`src/rtl/mem_access_stage_if.sv`:
```
// rtl/mem_access_stage_if.sv - data-memory req/ack bus between the MEM stage and data memory
interface mem_access_stage_if;
  logic        DMem_Req;
  logic        DMem_We;
  logic [31:0] DMem_Addr;
  logic [3:0]  DMem_Be;
  logic [31:0] DMem_Wdata;
  logic        DMem_Ack;
  logic [31:0] DMem_Rdata;

  modport master (
    output DMem_Req,
    output DMem_We,
    output DMem_Addr,
    output DMem_Be,
    output DMem_Wdata,
    input  DMem_Ack,
    input  DMem_Rdata
  );

  modport slave (
    input  DMem_Req,
    input  DMem_We,
    input  DMem_Addr,
    input  DMem_Be,
    input  DMem_Wdata,
    output DMem_Ack,
    output DMem_Rdata
  );
endinterface

```
`src/rtl/mem_access_stage.sv`:
```
// rtl/mem_access_stage.sv - MEM-stage data-memory access unit with load alignment, stall and timeout watchdog
module mem_access_stage #(
  parameter bit          BIG_ENDIAN     = 1'b1,
  parameter int unsigned TIMEOUT_CYCLES = 255
) (
  input  logic               Clk,
  input  logic               Reset_n,
  input  logic               MemRead_MEM,
  input  logic               MemWrite_MEM,
  input  logic [1:0]         MemSize_MEM,
  input  logic               MemSigned_MEM,
  input  logic [31:0]        ALU_Result_MEM,
  input  logic [31:0]        Write_Data_MEM,
  mem_access_stage_if.master dmem,
  output logic [31:0]        Read_Data_MEM,
  output logic               Stall_MEM,
  output logic               Misaligned_MEM,
  output logic               Bus_Error_MEM
);

  typedef enum logic [1:0] {
    IDLE   = 2'd0,
    ACCESS = 2'd1,
    DONE   = 2'd2
  } state_t;

  // The counter holds the number of completed ACCESS cycles without ack,
  // so the last allowed cycle is the one where it equals TIMEOUT_CYCLES-1.
  localparam logic [15:0] TIMEOUT_LAST = 16'(TIMEOUT_CYCLES - 1);

  state_t      state;
  state_t      state_next;

  logic        access;
  logic        is_byte;
  logic        is_half;
  logic        misaligned;
  logic        start;
  logic [1:0]  byte_lane;
  logic [3:0]  be_next;
  logic [31:0] wdata_next;

  logic        load_q;
  logic        is_byte_q;
  logic        is_half_q;
  logic        signed_q;
  logic [1:0]  byte_lane_q;
  logic [15:0] wait_cnt_q;
  logic        timeout_hit;

  logic [7:0]  ld_byte;
  logic [15:0] ld_half;
  logic [31:0] ld_data;

  // Request decode from the EX/MEM fields
  assign access     = MemRead_MEM | MemWrite_MEM;
  assign is_byte    = (MemSize_MEM == 2'b00);
  assign is_half    = (MemSize_MEM == 2'b01);
  assign misaligned = is_half ? ALU_Result_MEM[0]
                              : (!is_byte && (ALU_Result_MEM[1:0] != 2'b00));
  assign start      = (state == IDLE) && access && !misaligned;

  // Physical lane of the addressed byte; bit 1 also selects the half-lane.
  assign byte_lane  = BIG_ENDIAN ? ~ALU_Result_MEM[1:0] : ALU_Result_MEM[1:0];

  always_comb begin
    be_next    = 4'b1111;
    wdata_next = Write_Data_MEM;
    if (is_byte) begin
      be_next    = 4'b0001 << byte_lane;
      wdata_next = {4{Write_Data_MEM[7:0]}};
    end else if (is_half) begin
      be_next    = byte_lane[1] ? 4'b1100 : 4'b0011;
      wdata_next = {2{Write_Data_MEM[15:0]}};
    end
  end

  assign timeout_hit = (wait_cnt_q == TIMEOUT_LAST);

  // Load extraction from the word returned with the ack
  always_comb begin
    ld_byte = dmem.DMem_Rdata[7:0];
    case (byte_lane_q)
      2'd0:    ld_byte = dmem.DMem_Rdata[7:0];
      2'd1:    ld_byte = dmem.DMem_Rdata[15:8];
      2'd2:    ld_byte = dmem.DMem_Rdata[23:16];
      default: ld_byte = dmem.DMem_Rdata[31:24];
    endcase
  end

  assign ld_half = byte_lane_q[1] ? dmem.DMem_Rdata[31:16] : dmem.DMem_Rdata[15:0];

  always_comb begin
    ld_data = dmem.DMem_Rdata;
    if (is_byte_q) begin
      ld_data = {{24{signed_q & ld_byte[7]}}, ld_byte};
    end else if (is_half_q) begin
      ld_data = {{16{signed_q & ld_half[15]}}, ld_half};
    end
  end

  always_ff @(posedge Clk or negedge Reset_n) begin
    if (!Reset_n) begin
      state <= IDLE;
    end else begin
      state <= state_next;
    end
  end

  // DONE releases the stall for exactly one cycle so the pipeline advances
  // before the next instruction is examined in IDLE.
  always_comb begin
    state_next     = state;
    Stall_MEM      = 1'b0;
    Misaligned_MEM = 1'b0;
    case (state)
      IDLE: begin
        Misaligned_MEM = access & misaligned;
        if (start) begin
          Stall_MEM  = 1'b1;
          state_next = ACCESS;
        end
      end
      ACCESS: begin
        Stall_MEM = 1'b1;
        if (dmem.DMem_Ack || timeout_hit) begin
          state_next = DONE;
        end
      end
      DONE: begin
        state_next = IDLE;
      end
      default: begin
        state_next = IDLE;
      end
    endcase
  end

  always_ff @(posedge Clk or negedge Reset_n) begin
    if (!Reset_n) begin
      dmem.DMem_Req   <= 1'b0;
      dmem.DMem_We    <= 1'b0;
      dmem.DMem_Addr  <= 32'h0;
      dmem.DMem_Be    <= 4'h0;
      dmem.DMem_Wdata <= 32'h0;
      Read_Data_MEM   <= 32'h0;
      Bus_Error_MEM   <= 1'b0;
      load_q          <= 1'b0;
      is_byte_q       <= 1'b0;
      is_half_q       <= 1'b0;
      signed_q        <= 1'b0;
      byte_lane_q     <= 2'd0;
      wait_cnt_q      <= 16'h0;
    end else begin
      Bus_Error_MEM <= 1'b0;
      case (state)
        IDLE: begin
          if (start) begin
            dmem.DMem_Req   <= 1'b1;
            dmem.DMem_We    <= MemWrite_MEM;
            dmem.DMem_Addr  <= {ALU_Result_MEM[31:2], 2'b00};
            dmem.DMem_Be    <= be_next;
            dmem.DMem_Wdata <= wdata_next;
            load_q          <= MemRead_MEM & ~MemWrite_MEM;
            is_byte_q       <= is_byte;
            is_half_q       <= is_half;
            signed_q        <= MemSigned_MEM;
            byte_lane_q     <= byte_lane;
            wait_cnt_q      <= 16'h0;
          end
        end
        ACCESS: begin
          // An ack on the final allowed cycle still completes normally.
          if (dmem.DMem_Ack) begin
            dmem.DMem_Req <= 1'b0;
            if (load_q) begin
              Read_Data_MEM <= ld_data;
            end
          end else if (timeout_hit) begin
            dmem.DMem_Req <= 1'b0;
            Read_Data_MEM <= 32'h0;
            Bus_Error_MEM <= 1'b1;
          end else begin
            wait_cnt_q <= wait_cnt_q + 16'd1;
          end
        end
        default: begin
        end
      endcase
    end
  end

endmodule
```
`src/flat_wrapper.sv`:
```
// flat-port wrapper written by rule: the top's interface ports become plain ports
module mem_access_stage_flat 
#(
  parameter bit          BIG_ENDIAN     = 1'b1,
  parameter int unsigned TIMEOUT_CYCLES = 255
)
  (Clk, Reset_n, MemRead_MEM, MemWrite_MEM, MemSize_MEM, MemSigned_MEM, ALU_Result_MEM, Write_Data_MEM, Read_Data_MEM, Stall_MEM, Misaligned_MEM, Bus_Error_MEM, dmem_DMem_Req, dmem_DMem_We, dmem_DMem_Addr, dmem_DMem_Be, dmem_DMem_Wdata, dmem_DMem_Ack, dmem_DMem_Rdata);
  mem_access_stage_if dmem_i ();
  input  logic Clk;
  input  logic Reset_n;
  input  logic MemRead_MEM;
  input  logic MemWrite_MEM;
  input  logic [1:0] MemSize_MEM;
  input  logic MemSigned_MEM;
  input  logic [31:0] ALU_Result_MEM;
  input  logic [31:0] Write_Data_MEM;
  output logic [31:0] Read_Data_MEM;
  output logic Stall_MEM;
  output logic Misaligned_MEM;
  output logic Bus_Error_MEM;
  output wire logic [$bits(dmem_i.DMem_Req)-1:0] dmem_DMem_Req;
  output wire logic [$bits(dmem_i.DMem_We)-1:0] dmem_DMem_We;
  output wire logic [$bits(dmem_i.DMem_Addr)-1:0] dmem_DMem_Addr;
  output wire logic [$bits(dmem_i.DMem_Be)-1:0] dmem_DMem_Be;
  output wire logic [$bits(dmem_i.DMem_Wdata)-1:0] dmem_DMem_Wdata;
  input wire logic [$bits(dmem_i.DMem_Ack)-1:0] dmem_DMem_Ack;
  input wire logic [$bits(dmem_i.DMem_Rdata)-1:0] dmem_DMem_Rdata;
  assign dmem_DMem_Req = dmem_i.DMem_Req;
  assign dmem_DMem_We = dmem_i.DMem_We;
  assign dmem_DMem_Addr = dmem_i.DMem_Addr;
  assign dmem_DMem_Be = dmem_i.DMem_Be;
  assign dmem_DMem_Wdata = dmem_i.DMem_Wdata;
  assign dmem_i.DMem_Ack = dmem_DMem_Ack;
  assign dmem_i.DMem_Rdata = dmem_DMem_Rdata;
  mem_access_stage #(.BIG_ENDIAN(BIG_ENDIAN), .TIMEOUT_CYCLES(TIMEOUT_CYCLES)) u_core (.Clk(Clk), .Reset_n(Reset_n), .MemRead_MEM(MemRead_MEM), .MemWrite_MEM(MemWrite_MEM), .MemSize_MEM(MemSize_MEM), .MemSigned_MEM(MemSigned_MEM), .ALU_Result_MEM(ALU_Result_MEM), .Write_Data_MEM(Write_Data_MEM), .dmem(dmem_i), .Read_Data_MEM(Read_Data_MEM), .Stall_MEM(Stall_MEM), .Misaligned_MEM(Misaligned_MEM), .Bus_Error_MEM(Bus_Error_MEM));
endmodule
```
`config.mk`:
```
export PLATFORM = sky130hd
export DESIGN_NAME = mem_access_stage_flat
export DESIGN_NICKNAME = d
export VERILOG_FILES = /design/src/rtl/mem_access_stage_if.sv /design/src/rtl/mem_access_stage.sv /design/src/flat_wrapper.sv
export SDC_FILE = /design/constraint.sdc
export NUM_CORES = 1
export LEC_CHECK = 0
export ABC_CLOCK_PERIOD_IN_PS = 2300
export CAP_MARGIN = 20
export CORE_MARGIN = 3
export CORE_UTILIZATION = 25
export DETAILED_ROUTE_END_ITERATION = 10
export MAX_ROUTING_LAYER = met4
export PLACE_DENSITY_LB_ADDON = 0.1
export SLEW_MARGIN = 10
export SYNTH_ARGS = -nofsm -noshare
export SYNTH_HDL_FRONTEND = slang
export SYNTH_SLANG_ARGS = --single-unit
export TNS_END_PERCENT = 20
```
`constraint.sdc`:
```
create_clock -name Clk -period 2.3 [get_ports Clk]
set_input_delay 0.46 -clock Clk [delete_from_list [all_inputs] [get_ports Clk]]
set_output_delay 0.46 -clock Clk [all_outputs]
set_load 0.02 [all_outputs]
```
---- After elaboration in Yosys (flattened, before gate mapping) ----
Index checks and enable logic that the tools add are counted.
word-level totals
  logic and storage cells ................. 81
  register bits ........................... 125
operators by class
  shift-type cells ........................ 1
  equality and inequality tests ........... 11
  bitwise gates (word level) .............. 7
  multiplexer cells ....................... 30
  $add $sub $neg .......................... 1
  reductions and logical operators ........ 17
operator list
  operator                                         count
  2-to-1 mux 32 bit                                7
  2-to-1 mux 16 bit                                4
  one-hot mux 16 bit (2 select lines)              1
  one-hot mux 8 bit (3 select lines)               1
  adder 16 x 1 -> 16 bit, second input constant    1
  == test 16 x 8 -> 1 bit, second input constant   1
  2-to-1 mux 4 bit                                 3
  2-to-1 mux 1 bit                                 9
  == test 2 x 1 -> 1 bit, second input constant    3
  logical NOT 2 bit                                3
  != test 2 x 1 -> 1 bit, second input constant    3
  AND reduction 3 bit                              2
  nonzero test 2 bit                               3
  bitwise AND 1 bit                                4
  2-to-1 mux 2 bit                                 2
  != test 2 bit, second input constant             2
  one-hot mux 1 bit (2 select lines)               2
  one-hot mux 2 bit (2 select lines)               1
  AND reduction 2 bit                              2
  AND reduction 4 bit                              1
  left shift 1 x 2 -> 4 bit, first input constant  1
  logical AND 1 bit                                3
  != test 3 x 2 -> 1 bit, second input constant    1
  == test 2 bit, second input constant             1
  5 further kinds                                  6

---- Depth between registers and ports, before layout ----
Gate-level depths: netlist (run 1).
  depth in word-level cells ............... 8
  mapped depth ............................ 8

---- Worst setup path after synthesis (run 1) ----
Ideal clock, no wire load.
  path kind ............................... input-to-output
  from .................................... in MemSize_MEM[0]
  to ...................................... out Stall_MEM
  slack ................................... 0.011 ns
  stages .................................. 6
  buffers on the path ..................... 3
  arrival time ............................ 1.829 ns
  data required time ...................... 1.840 ns
  cells stage by stage .................... clkbuf_1 > o21ai_0 > nand4_1 > buf_2 > buf_2 > o21ai_0
on the way
  word-level cells in the longest chain between the ends .. 8
  elaborated cells between the ends (all ways) .. 9
  classes of those cells .................. eq/ne: 1; mux: 3; reduce/logical: 5
ends and longest elaborated chain
  what                                    line                     source
  start, declared                         flat_wrapper.sv:13       input logic [1:0] MemSize_MEM;
  logical NOT 2 bit                       mem_access_stage.sv:57   assign is_byte = (MemSize_MEM == 2'b00);
  logical NOT 1 bit                       mem_access_stage.sv:60   : (!is_byte && (ALU_Result_MEM[1:0] != 2'b00));
  logical AND 1 bit                       mem_access_stage.sv:60
  2-to-1 mux 1 bit (*)                    mem_access_stage.sv:59   assign misaligned = is_half ? ALU_Result_MEM[0]
  logical NOT 1 bit (*)                   mem_access_stage.sv:61   assign start = (state == IDLE) && access && !misaligned;
  logical AND 1 bit (*)                   mem_access_stage.sv:61
  2-to-1 mux 1 bit (*)                    mem_access_stage.sv:119  if (start) begin
  one-hot mux 1 bit (2 select lines) (*)  mem_access_stage.sv:116  case (state)
  end, declared                           flat_wrapper.sv:18       output logic Stall_MEM;
Every way passes the cells marked *; elsewhere a longest branch is shown, timed or not.

---- Final worst setup path (run 1) ----
  from .................................... in ALU_Result_MEM[0]
  to ...................................... out Misaligned_MEM
on the way
  word-level cells in the longest chain between the ends .. 5
ends and longest elaborated chain
  what                   line                     source
  start, declared        flat_wrapper.sv:15       input logic [31:0] ALU_Result_MEM;
  nonzero test 2 bit     mem_access_stage.sv:60
  logical AND 1 bit      mem_access_stage.sv:60
  2-to-1 mux 1 bit (*)   mem_access_stage.sv:59
  bitwise AND 1 bit (*)  mem_access_stage.sv:118  Misaligned_MEM = access & misaligned;
  2-to-1 mux 1 bit (*)   mem_access_stage.sv:116
  end, declared          flat_wrapper.sv:19       output logic Misaligned_MEM;
Marks and branches as above.

==> results.toml, run 1 <==
[yosys]
syn_avg_cell_area_sq_um = 11.0
synth_edf_count = 0
synth_xor_area_frac = 0.00739
synth_top_area_frac = 0.528
yosysWarnings = 0
synth-simple-area-share = 0.0979
synth_common_cells = "dfrtp_1, o21ai_0, nand2_1, mux2_2, mux2i_1"
netlist_area_sq_um = 5930
synth_top_family_by_area = "multiplexers"
yosysUniqueCellTypes = 49
ys_seq_area_frac = 0.528
ys_ff_latch = 125
synth_compound_area_frac = 0.149
post_synth_mux_area_share = 0.169
synthArstFlopShare = 1.00
netlist_instances = 539
post_synth_main_area_contributors = "dfrtp_1, mux2_2, mux2i_1"
synthAdderAreaFrac = 0.00422
synth_ff_type = "dfrtp_1"
yosysMostFrequentCell = "dfrtp_1"
yosysTopAreaCell = "dfrtp_1"

[cells_and_area]
fin_nets = 863
layout-drive-gt1-share = 0.152
fill_cells = 2276
syn2layout_area_growth_pct = 53.7

[pwr]
p_leak_nw = 3.88
power_density_nw_per_um2 = 1200
ir_worst_vdd_uv = 516

[die]
die_width_um = 160
fp-row-count = 55
ios = 209
start_util = 0.258
coreArea_sq_um = 23000
die-area_sq_um = 25600
die_height_um = 160

[timing]
hold_viol_final = 0
fin_skew_ns = 0.00480
max_freq_ghz = 0.457
relSlewSlack = 0.409
setup_viol = 0
rsz0062_at_grt = "no"
worst_slew_pin_slew_ns = 0.884
hold_ws_ns = 0.0341
finalMaxSlewViolations = 0
layout_min_cycle_time_ns = 2.19
tns_ns = 0
fin_crit_sh = 0.952

[clocking]
clock_sinks = 125
cts_buffer_depth = 2
postCtsSetupRepairBufs = 0
htree_levels = 4
cts_root_buffer = "clkbuf_16"
worstSkewPairLatency_ns = 0.41
ctsHoldBuffers = 0
cts_tree = "yes"
clk_pin_slew_ns = 0.06
cts_buffers = 17

[global_route]
grt_pass1_vias = 5411
grt_use_met3 = 0.0651
grt_pass1_wl_mm = 30.2
antenna_found_initial = 1
grt_use_met2 = 0.243
track_usage = 0.153
busiest_layer = "met2"
grt_max_degree = 80
global_route.usage.met1 = 0.182
grt.overflow.total = 0

[critical_path]
path_class = "primary input to output pin"
crit_fanout = 3
worstPathRequired_ns = 1.84
crit_path_end_kind = "output pin"
crit_path_start_kind = "primary input"
worst_ep_arrival_time_ns = 1.73

[route]
wl_mm = 19.0
avgRoutedWirePerCell_um = 17.5
num_vias = 4984
firstDrtPassIters = 4
first_iter_violations = 286
drc_errors = 0
final_antenna_net_count = 0
avgViaCountPerCell = 4.60

[place]
hpwl_mm = 13.9
portBuffers = 206
gp_congestion = 0.842

[min_path]
hold_class = "primary input to async pin"

[run]
drv_cap = 0

[status]
outcome = "finished clean"
-- cell families (layout without fill, tap and decap cells) --
| kind of cell | after synthesis | after routing |
|---|---|---|
| muxes | 85 | 85 |
| and+or+nand+nor | 122 | 122 |
| AOI/OAI and AO/OA | 136 | 136 |
| adders and majority gates | 2 | 2 |
| xor gates and xnor gates | 5 | 5 |
| DFF | 125 | 125 |
| buffers and inverters | 63 | 292 |
| other | 1 | 3 |
-- cell type report --
cell class                      instances  area [sq um]  share of cell area
Clock buffer                           23           458              0.0503
Timing Repair Buffer                  241          2370               0.260
Sequential cell                       125          3130               0.343
Clock inverter                          8           140              0.0154
Tap cell                              313           392              0.0430
Inverter                               20          75.1             0.00824
Multi-Input combinational cell        352          2550               0.280
Antenna cell                            1          2.50            0.000275
-- sequential cells by signal, indices dropped and copies added, names as in the netlist --
| name | flops |
|---|---|
| u_core.dmem.DMem_Be | 4 |
| u_core.byte_lane_q | 2 |
| u_core.is_byte_q | 1 |
| u_core.state | 2 |
| u_core.signed_q | 1 |
| u_core.dmem.DMem_Addr | 30 |
| u_core.load_q | 1 |
| u_core.dmem.DMem_We | 1 |
| u_core.wait_cnt_q | 16 |
| u_core.Read_Data_MEM | 32 |
| u_core.Bus_Error_MEM | 1 |
| u_core.is_half_q | 1 |
| u_core.dmem.DMem_Wdata | 32 |
| u_core.dmem.DMem_Req | 1 |
-- final timing paths --
check | start | to | slack, ns | cells past startpoint
setup / recovery | ALU_Result_MEM[0] | Misaligned_MEM | 0.11 | 4
hold / removal | Reset_n | u_core.dmem.DMem_We | 0.03 | 1
setup reg to reg | u_core.wait_cnt_q[0] | u_core.Read_Data_MEM[22] | 0.23 | 7
hold reg to reg | u_core.dmem.DMem_Wdata[22] | u_core.dmem.DMem_Wdata[22] | 0.48 | 2
max in group asynchronous | Reset_n | u_core.dmem.DMem_Wdata[16] | 1.61 | 2
min in group Clk | u_core.dmem.DMem_Wdata[22] | u_core.dmem.DMem_Wdata[22] | 0.48 | 2
-- metrics by stage --
stage                     power, mW  cell area [sq um]  std cells  utilization  setup slack, ns
after floorplan                5.83               5930        540            -           0.0113
after global placement         8.22               8520       1051        0.371           -0.319
after detailed placement       8.26               8520       1051        0.371           -0.339
after CTS                      11.1               9110       1082        0.397           0.0319
after global routing           11.6               9110       1083        0.396           0.0216
final                          11.0               9110       1083        0.396            0.111
-- per-layer routing --
| layer | wire length [um] | share of wire |
|---|---|---|
| met5 | 0 | 0 |
| met4 | 130 | 0.0068 |
| met3 | 1660 | 0.087 |
| met2 | 9010 | 0.47 |
| met1 | 8180 | 0.43 |
-- critical path, stage by stage --
cell and delay, ns:
clkdlybuf4s50_1 0.59, o21ai_1 0.16, a21oi_1 0.17, dlygate4sd2_1 0.35
-- layout by cell type (no fill, tap or decap), types with 3 or more instances in the layout --
cell             synthesis  layout
a22o_1                  24      24
o21ai_0                 57      56
clkinv_2                 0       4
mux2_2                  41      41
a211oi_1                10      10
nor2_1                  26      26
nand2b_1                 4       4
nand4_1                  6       6
mux4_2                   8       8
nor4_1                   4       4
mux2i_1                 36      36
a21oi_1                 16      16
o2bb2ai_1                8       8
buf_12                   0       4
clkbuf_1                22       5
nand3_1                  4       4
dfrtp_1                125     125
nor3_1                   4       4
inv_1                   20      20
o31ai_1                  6       6
xnor2_1                  4       4
buf_4                    2      31
nand2_1                 55      55
bufinv_16                0       4
a31oi_1                  4       3
clkdlybuf4s50_1          0     203
clkbuf_16                0      17
or4_1                    5       5
-- timing repair --
action | in CTS | in global routing
gates resized for setup | 3 | 3
setup endpoints to repair | 2 | 1
cloned | 0 | 0
pin swaps | 0 | 0
endpoints found under the hold margin | 0 | 0
-- power breakdown --
group          internal (mW)  total [mW]  switching [mW]  leakage, nW
sequential              3.02        3.55           0.522         1.55
combinational           2.34        4.62            2.27         2.03
clock                   1.83        2.80           0.967        0.295
total                   7.20        11.0            3.76         3.88
(Power assumes the default switching activity.)
==> run 2: changes to the inputs <==
CAP_MARGIN = not set   (was 20)
CORE_MARGIN = 2   (was 3)
==> results.toml, run 2 (synthesis gave the netlist of run 1 again) <==
[critical_path]
path_class = "primary input to output pin"
crit_path_start_kind = "primary input"
crit_fanout = 2
rr_worst_depth = 7
worstPathRequired_ns = 1.84
reg2reg_from = "u_core.wait_cnt_q[0]"
crit_path_end_kind = "output pin"
worst_ep_arrival_time_ns = 1.77
ff2ff_setup_slack_ns = 0.19
rr_endpoint = "u_core.Read_Data_MEM[19]"

[clocking]
htree_levels = 4
clk_pin_slew_ns = 0.06
worstSkewPairLatency_ns = 0.42
clock_sinks = 125
cts_buffers = 17
cts_buffer_depth = 2
cts_root_buffer = "clkbuf_16"
cts_tree = "yes"

[timing]
layout_min_cycle_time_ns = 2.23
rsz0062_at_grt = "yes"
worst_slew_pin_slew_ns = 0.757
hold_viol_final = 0
tns_ns = 0
relSlewSlack = 0.493
max_freq_ghz = 0.449
finalMaxSlewViolations = 0
fin_skew_ns = 0.0150
setup_viol = 0
fin_crit_sh = 0.968

[global_route]
grt.overflow.total = 0
grt_pass1_vias = 5311
grt_pass1_wl_mm = 29.0
grt_max_degree = 75
track_usage = 0.156
antenna_found_initial = 1

[min_path]
hold_end = "u_core.dmem.DMem_Wdata[12]"
hold_class = "flop to flop"
hp-start = "u_core.dmem.DMem_Wdata[12]"
min_path_cells = 2

[cells_and_area]
largestRegisters = "u_core.Read_Data_MEM (32), u_core.dmem.DMem_Wdata (32), u_core.dmem.DMem_Addr (30)"
ff_latch_area_sq_um = 3130
fill_cells = 2323
multiInputGateArea_sq_um = 2550
layout-drive-gt1-share = 0.155
syn2layout_area_growth_pct = 55.0
fin_nets = 863
final_cell_mix = "clkdlybuf4s50_1, dfrtp_1, o21ai_0"
mostFrequentLayoutCell = "clkdlybuf4s50_1"
utilization = 0.393

[die]
ios = 209
die-area_sq_um = 25000
coreArea_sq_um = 23400
start_util = 0.253
die_width_um = 158
die_height_um = 158
fp-row-count = 56

[route]
wl_mm = 18.5
avgRoutedWirePerCell_um = 17.0
firstDrtPassIters = 4
num_vias = 4983
first_iter_violations = 159
final_antenna_net_count = 0
drc_errors = 0
avgViaCountPerCell = 4.57

[place]
gp_congestion = 0.803
portBuffers = 206
hpwl_mm = 13.4

[run]
drv_cap = 0

[pwr]
ir_worst_vdd_uv = 588
p_leak_nw = 3.90
power_density_nw_per_um2 = 1210
p_total_mw = 11.1

[status]
outcome = "finished clean"
run 2: where the power goes:
group	internal, mW	leakage [nW]	total (mW)	switching [mW]
registers	3.02	1.55	3.53	0.511
clock network	1.98	0.313	2.99	1.01
logic	2.35	2.04	4.61	2.26
total	7.36	3.90	11.1	3.78
run 2: through the flow:
stage / hold slack (ns) / area [sq um] / setup slack, ns / instances
2_1_floorplan: 0.164 / 5930 / 0.0113 / 540
3_3_place_gp: 0.417 / 8530 / -0.336 / 1056
3_5_place_dp: 0.421 / 8530 / -0.337 / 1056
4_1_cts: 0.485 / 9190 / 0.0319 / 1089
5_1_grt: 0.510 / 9190 / -0.0163 / 1090
6_report: 0.478 / 9190 / 0.0745 / 1090
run 2: area by class of cell:
type,instances,share of cell area
sequential,125,0.340
multi-input combinational,352,0.277
timing repair buffer,241,0.260
clock buffer,21,0.0501
tap,319,0.0434
clock inverter,11,0.0206
inverter,20,0.00817
antenna,1,0.000272
run 2: what timing repair did:
item                                   CTS  global route
pin swaps                                0             0
setup endpoints to repair                2            13
gates resized for setup                  3             3
endpoints found under the hold margin   39             0
buffers inserted                         0             0
hold buffers                             1             0
run 2: how the worst max path moves through the flow:
stage | startpoint | endpoint | slack (ns)
4_1_cts | MemWrite_MEM | Misaligned_MEM | 0.03
2_1_floorplan | MemSize_MEM[0] | Stall_MEM | 0.01
3_3_place_gp | MemSize_MEM[1] | Stall_MEM | -0.34
5_1_grt | MemSize_MEM[1] | u_core.dmem.DMem_Wdata[4] | -0.02
3_5_place_dp | MemWrite_MEM | u_core.dmem.DMem_Wdata[6] | -0.34
6_report | MemWrite_MEM | Misaligned_MEM | 0.07
run 2: critical path, cell delays in order:
cell and delay (ns):
clkdlybuf4s50_1 0.42, or2_2 0.32, buf_4 0.14, nand2_1 0.08
a21oi_1 0.05, clkdlybuf4s15_1 0.29
run 2: metal layers:
layer / track usage / part of all wire / vias to the layer above
met5: - / 0 / -
met4: 0.0386 / 0.011 / 0
met3: 0.0589 / 0.084 / 14
met2: 0.241 / 0.47 / 174
met1: 0.192 / 0.44 / 2417
li1: - / - / 2378
==> run 3: changes to the inputs <==
CORE_UTILIZATION = 45   (was 25)
==> results.toml, run 3 (synthesis gave the netlist of run 1 again) <==
[route]
first_iter_violations = 415
final_antenna_net_count = 0
wl_mm = 17.1
drc_errors = 0
avgViaCountPerCell = 5.43
firstDrtPassIters = 5
num_vias = 5094
avgRoutedWirePerCell_um = 18.2

[timing]
relSlewSlack = 0.455
fin_skew_ns = 0.00629
hold_viol_final = 0
worst_slew_pin_slew_ns = 0.815
fin_ws_ns = 0.129
finalMaxSlewViolations = 0
tns_ns = 0
rsz0062_at_grt = "no"
fin_crit_sh = 0.944
layout_min_cycle_time_ns = 2.17
max_freq_ghz = 0.461
setup_viol = 0

[place]
portBuffers = 206
dp_slack_ns = -0.381
hpwl_mm = 12.3
gp_congestion = 0.900

[cells_and_area]
layout-drive-gt1-share = 0.158
largestRegisters = "u_core.Read_Data_MEM (32), u_core.dmem.DMem_Wdata (32), u_core.dmem.DMem_Addr (30)"
mostFrequentLayoutCell = "clkdlybuf4s50_1"
syn2layout_area_growth_pct = 51.2
fin_nets = 859
antenna_cells = 0
final_cell_mix = "clkdlybuf4s50_1, dfrtp_1, o21ai_0"

[clocking]
postCtsSetupRepairBufs = 0
cts_buffers = 17
cts_root_buffer = "clkbuf_16"
clock_sinks = 125
cts_buffer_depth = 2
htree_levels = 4
cts_tree = "yes"
clk_pin_slew_ns = 0.05
worstSkewPairLatency_ns = 0.41

[pwr]
pwr-share-clk = 0.266
power_frac_seq = 0.319
switching_share = 0.342
ir_worst_vdd_uv = 818
p_total_mw = 11.1
p_int_mw = 7.32
combPwrFrac = 0.415
p_leak_nw = 3.88
power_density_nw_per_um2 = 1240
switching_power_mw = 3.80

[die]
coreArea_sq_um = 12700
die_height_um = 119
ios = 209
die-area_sq_um = 14100
die_width_um = 119
start_util = 0.466
fp-row-count = 41

[global_route]
grt_max_degree = 102
grt.overflow.total = 0
track_usage = 0.258
grt_pass1_vias = 5451
antenna_found_initial = 0
grt_pass1_wl_mm = 27.9

[critical_path]
crit_path_end_kind = "output pin"
worstPathRequired_ns = 1.84
worst_ep_arrival_time_ns = 1.71
crit_fanout = 3
path_class = "primary input to output pin"
crit_path_start_kind = "primary input"

[status]
outcome = "finished clean"

[min_path]
hold_class = "primary input to async pin"

[run]
drv_cap = 0
run 3: worst paths after layout:
path,cells past startpoint,endpoint,slack [ns],from
worst max-delay path,5,Misaligned_MEM,0.13,MemWrite_MEM
worst min-delay path,1,u_core.wait_cnt_q[11],0.02,Reset_n
worst max register to register,7,u_core.wait_cnt_q[6],0.21,u_core.wait_cnt_q[0]
worst min register to register,2,u_core.dmem.DMem_Wdata[20],0.48,u_core.dmem.DMem_Wdata[20]
max in group asynchronous,2,u_core.dmem.DMem_Wdata[5],1.60,Reset_n
min in group Clk,2,u_core.dmem.DMem_Wdata[20],0.48,u_core.dmem.DMem_Wdata[20]
run 3: stage by stage:
step	hold WS, ns	util	std cells	instance area, sq um
2_1_floorplan	0.164	-	540	5930
3_3_place_gp	0.463	0.653	906	8310
3_5_place_dp	0.474	0.653	906	8310
4_1_cts	0.0405	0.705	938	8960
5_1_grt	0.0610	0.705	938	8970
6_report	0.0250	0.705	938	8970
run 3: final cells by class:
class,instances,area [sq um]
fillers,988,3750
flip-flops and latches,125,3130
multi-input cells,352,2550
repair buffers,237,2340
clock buffers,19,443
well taps,172,215
clock inverters,13,211
inverters,20,75.1
run 3: repair_timing:
action,4_1_cts,5_1_grt
hold buffers,0,0
gates resized for setup,3,6
hold endpoints to repair,0,0
setup endpoints to repair,2,4
run 3: power groups by stage:
stage               Sequential [mW]  Combinational [mW]  Clock (mW)
finish                         3.54                4.62        2.96
global route                   3.65                4.91        3.11
CTS                            3.55                4.66        3.00
detailed placement             3.57                4.64           0
global placement               3.51                4.56           0
floorplan                      4.42                1.41           0
run 3: critical path, stage by stage:
cell	delay, ns
clkdlybuf4s50_1	0.45
or2_2	0.33
nand2_1	0.10
a21oi_1	0.04
dlygate4sd2_1	0.33
run 3: routing by layer:
layer,track usage,vias to the layer above,wire length (um)
met2,0.404,211,8360
met1,0.308,2470,6910
met3,0.0907,35,1380
met4,0.0915,0,453
li1,-,2378,-
met5,-,-,0
